### src/rtl/burst_sequencer.sv
// Burst sequencer: FIFO of 4-bit burst lengths feeding a pulse generator,
// one launch per entry with a programmable idle gap after each completed burst.
module burst_sequencer #(
    parameter int DEPTH = 8,
    parameter int GAP_W = 4
) (
    input  logic             clk,
    input  logic             rst,
    input  logic             wr_en,
    input  logic [3:0]       wr_data,
    input  logic             enable,
    input  logic [GAP_W-1:0] gap,
    input  logic             pg_stop,
    output logic             pg_start,
    output logic [3:0]       pg_limit,
    output logic             full,
    output logic             empty,
    output logic             busy,
    output logic             wr_err,
    output logic [7:0]       done_count
);

    localparam int AW = $clog2(DEPTH);

    typedef enum logic [1:0] {IDLE, LAUNCH, WAIT, GAP} state_t;

    state_t           state, state_nxt;
    logic [3:0]       mem [DEPTH];
    logic [AW:0]      wr_ptr, rd_ptr, wr_ptr_nxt, rd_ptr_nxt, level_nxt;
    logic             full_q, empty_q, wr_err_q;
    logic             push, pop, launch_st, busy_st;
    logic [GAP_W-1:0] gap_cnt;
    logic [3:0]       limit_q;
    logic [7:0]       done_q;

    // A full FIFO still accepts a write when the same cycle pops an entry.
    always_comb begin
        push       = wr_en && (wr_data != 4'd0) && (!full_q || pop);
        wr_ptr_nxt = wr_ptr + (AW+1)'(push);
        rd_ptr_nxt = rd_ptr + (AW+1)'(pop);
        level_nxt  = wr_ptr_nxt - rd_ptr_nxt;
    end

    always_ff @(posedge clk) begin
        if (push)
            mem[wr_ptr[AW-1:0]] <= wr_data;
    end

    always_ff @(posedge clk) begin
        if (rst) begin
            wr_ptr   <= '0;
            rd_ptr   <= '0;
            full_q   <= 1'b0;
            empty_q  <= 1'b1;
            wr_err_q <= 1'b0;
        end else begin
            wr_ptr   <= wr_ptr_nxt;
            rd_ptr   <= rd_ptr_nxt;
            full_q   <= (level_nxt == (AW+1)'(DEPTH));
            empty_q  <= (level_nxt == '0);
            wr_err_q <= wr_en && !push;
        end
    end

    always_ff @(posedge clk) begin
        if (rst)
            state <= IDLE;
        else
            state <= state_nxt;
    end

    always_comb begin
        state_nxt = state;
        case (state)
            IDLE:    if (pop) state_nxt = LAUNCH;
            LAUNCH:  state_nxt = WAIT;
            WAIT:    if (pg_stop) state_nxt = (gap == '0) ? IDLE : GAP;
            GAP:     if (gap_cnt == GAP_W'(1)) state_nxt = IDLE;
            default: state_nxt = IDLE;
        endcase
    end

    always_comb begin
        pop       = (state == IDLE) && enable && !empty_q;
        launch_st = (state == LAUNCH);
        busy_st   = (state != IDLE);
    end

    always_ff @(posedge clk) begin
        if (rst) begin
            gap_cnt <= '0;
            limit_q <= '0;
            done_q  <= '0;
        end else begin
            if (pop)
                limit_q <= mem[rd_ptr[AW-1:0]];
            if (state == WAIT && pg_stop) begin
                done_q  <= done_q + 8'd1;
                gap_cnt <= gap;
            end else if (state == GAP) begin
                gap_cnt <= gap_cnt - GAP_W'(1);
            end
        end
    end

    // Outputs are forced to their reset values while rst is held, so an
    // in-flight LAUNCH never emits pg_start in the reset cycle.
    always_comb begin
        pg_start   = launch_st && !rst;
        busy       = busy_st && !rst;
        pg_limit   = rst ? 4'd0 : limit_q;
        full       = full_q && !rst;
        empty      = empty_q || rst;
        wr_err     = wr_err_q && !rst;
        done_count = rst ? 8'd0 : done_q;
    end

endmodule

### config.mk
export PLATFORM = sky130hd
export DESIGN_NAME = burst_sequencer
export DESIGN_NICKNAME = d
export VERILOG_FILES = /design/src/rtl/burst_sequencer.sv
export SDC_FILE = /design/constraint.sdc
export NUM_CORES = 1
export LEC_CHECK = 0
export ABC_CLOCK_PERIOD_IN_PS = 5490
export BUFFER_PORTS_ARGS = -buffer_cell sky130_fd_sc_hd__buf_2
export CAP_MARGIN = 20
export CELL_PAD_IN_SITES_DETAIL_PLACEMENT = 1
export CELL_PAD_IN_SITES_GLOBAL_PLACEMENT = 1
export CORE_MARGIN = 5
export CORE_UTILIZATION = 50
export CTS_CLUSTER_SIZE = 16
export DETAILED_ROUTE_END_ITERATION = 7
export GPL_TIMING_DRIVEN = 0
export PLACE_DENSITY_LB_ADDON = 0.3
export SLEW_MARGIN = 5
export SYNTH_ARGS = -nofsm -noshare
export SYNTH_HDL_FRONTEND = slang
export SYNTH_SLANG_ARGS = --single-unit
### constraint.sdc
create_clock -name clk -period 5.49 [get_ports clk]
set_clock_uncertainty 0.2 [all_clocks]
set_input_delay 1.647 -clock clk [delete_from_list [all_inputs] [get_ports clk]]
set_output_delay 1.647 -clock clk [all_outputs]
set_load 0.03 [all_outputs]
==> impl_metrics.yaml <==
min_path:
  whs_path_depth: 2
  kind_of_path_behind_the_tightest_hold_check: "reg -> reg"
clock_network:
  cts_tree: "yes"
  clock_latency_ns: 0.34
  postCtsResizedCells: 0
  hold_buffers: 0
  sinks_on_clock_net: 61
  post-cts-setup-buffers: 0
  cts.root.buffer_cell: "sky130_fd_sc_hd__clkbuf_8"
  clock_path_buffers: 2
  cts_buffers: 9
  clock_tree.htree_level_count: 3
  clk_pin_slew_ns: 0.07
global_route:
  global_route_wire_length_before_repair_um: 11100
  overflow: 0
  first_global_vias: 2043
  pin_count_of_the_biggest_net_entering_global_routing: 11
  antenna_found_initial: 0
  grt_overall_usage_pct: 20.8
route:
  via_per_inst: 5.55
  drcViolationCount: 0
  wl_um: 6770
  detail_route.wl_per_cell_um: 19.8
  first_iter_violations: 109
  ant_nets: 0
  drtPass1Iterations: 5
  num_vias: 1898
status:
  status: "complete, no violations"
setup_path:
  worstSetupEndpointType: "output port"
  required_ns: 3.64
  timing_worst_setup_path_type: "in -> out"
  startpoint_type: "input port"
  worst-endpoint-arrival_ns: 2.95
  timing.critical_path.fanout_max: 10
  r2r_cells: 11
cells_and_area:
  instances_no_fill: 342
  layout-drive-gt1-share_pct: 22.6
  layout.cells.most_common_list: "sky130_fd_sc_hd__nor2_1 (33), sky130_fd_sc_hd__edfxtp_1 (32), sky130_fd_sc_hd__buf_2 (31)"
  mostFrequentLayoutCell: "sky130_fd_sc_hd__nor2_1"
  areaGrowthSynthToFinish_pct: 16.6
  antenna_diodes: 0
  final_nets: 288
placed_design:
  port_buffers: 28
  dp_hpwl_um: 4590
  gp_congestion: 0.741
  place_inst: 326
pwr:
  leakage_nw: 1.21
  power.density_nw_per_um2: 427
  ir_worst_vdd_mv: 0.242
logic_synthesis:
  number_of_synthesized_register_bits: 61
  yosys_most_used_dff: "sky130_fd_sc_hd__edfxtp_1"
  synth-seq-area-share_pct: 55.6
  asyncSetResetFlopFracSynth_pct: 0
  syn-num-nets: 249
  ys.warnings.count: 0
  netlist_instances: 226
  yosys.cell_types.count: 43
  synthesis.area_um2: 2770
  synth_edf_count: 32
  synthesis.area_per_instance_um2: 12.3
sta:
  worst_slew_pin_slew_ns: 0.863
  finalCritPeriodShare_pct: 87.4
  relSlewSlack_pct: 42.0
  finalSetupViolations: 0
  report.final.slew_viol_count: 0
  maximum_achievable_frequency_mhz: 208
  setup-tns-final_ns: 0
  rsz_0062_raised_after_global_routing: "no"
  period_minus_slack_ns: 4.80
  report.final.hold_viol_count: 0
floorplan:
  die_w_um: 84.5
  core_region_area_um2: 5440
  core.rowCount: 27
  io-pin-count: 30
  initial_core_utilization_pct: 51.0
  fp.dieArea_um2: 7130
  die_y_extent_um: 84.5
flow_run:
  maxCapViolCount: 0
-- report_power, final --
part           internal, mW  switching (mW)  total [mW]
Clock                 0.300           0.173       0.473
Sequential            0.531          0.0415       0.572
Combinational         0.142           0.195       0.336
Total                 0.972           0.409        1.38
-- sequential cells by signal, summed over array words and instances (netlist names) --
name,count
done_q,8
empty_q,1
full_q,1
gap_cnt,4
limit_q,4
mem,32
rd_ptr,4
state,2
wr_err_q,1
wr_ptr,4
-- final timing paths --
check / startpoint / end / slack (ns)
worst max-delay path: rst / empty / 0.69
worst min-delay path: gap_cnt[3] / gap_cnt[3] / 0.31
worst min register to register: gap_cnt[3] / gap_cnt[3] / 0.31
worst max register to register: state[1] / full_q / 2.54
-- logic make-up after synthesis --
group | share of synthesized area, %
buf+inv | 3.16
xor+xnor | 4.96
mux | 9.39
flops | 55.6
compound gates | 5.96
fa+ha+maj | 4.51
simple gates | 16.4
-- area by class of cell --
class	instances	area [um^2]
multi-input combinational	149	1140
timing repair buffer	28	140
clock buffer	11	131
inverter	6	22.5
fill	579	2210
buffer	10	65.1
sequential	61	1540
tap	72	90.1
clock inverter	5	98.8
-- cells in the mapped netlist (all sizes together), types with 4 or more instances --
cell type / count / area (um^2)
edfxtp: 32 / 961
a211oi: 5 / 57.6
nand3: 4 / 25.0
xnor2: 5 / 43.8
clkbuf: 4 / 15.0
mux4: 4 / 90.1
nand2: 5 / 18.8
a221oi: 4 / 35.0
nor2: 33 / 124
buf: 6 / 50.0
inv: 6 / 22.5
xor2: 9 / 93.8
nor3b: 6 / 50.1
dfxtp: 29 / 581
mux2i: 17 / 170
nor2b: 18 / 113
ha: 10 / 125
-- worst max-delay path, stage by stage --
cell and delay, ns:
sky130_fd_sc_hd__clkbuf_1 0.40, sky130_fd_sc_hd__clkbuf_1 0.53, sky130_fd_sc_hd__or2_1 0.18, sky130_fd_sc_hd__buf_2 0.19
-- metrics by stage --
step | worst slack, ns | hold slack [ns] | instance area [um^2] | utilization (%) | power, mW
3_5_place_dp | 0.723 | 0.305 | 3000 | 55.2 | 0.917
3_3_place_gp | 0.783 | 0.283 | 3000 | 55.2 | 0.894
4_1_cts | 0.698 | 0.315 | 3230 | 59.4 | 1.39
5_1_grt | 0.589 | 0.337 | 3230 | 59.4 | 1.45
2_1_floorplan | 1.09 | 0.268 | 2770 | - | 0.825
6_report | 0.692 | 0.312 | 3230 | 59.4 | 1.38
-- metal layers --
metal / up-vias / routed length (um) / GRT usage [%]
li1: 891 / - / -
met1: 936 / 2710 / 25.8
met2: 56 / 3470 / 34.5
met3: 15 / 393 / 4.02
met4: 0 / 197 / 10.9
met5: - / 0 / 0
Note: power is estimated with default switching activity, not from simulation.
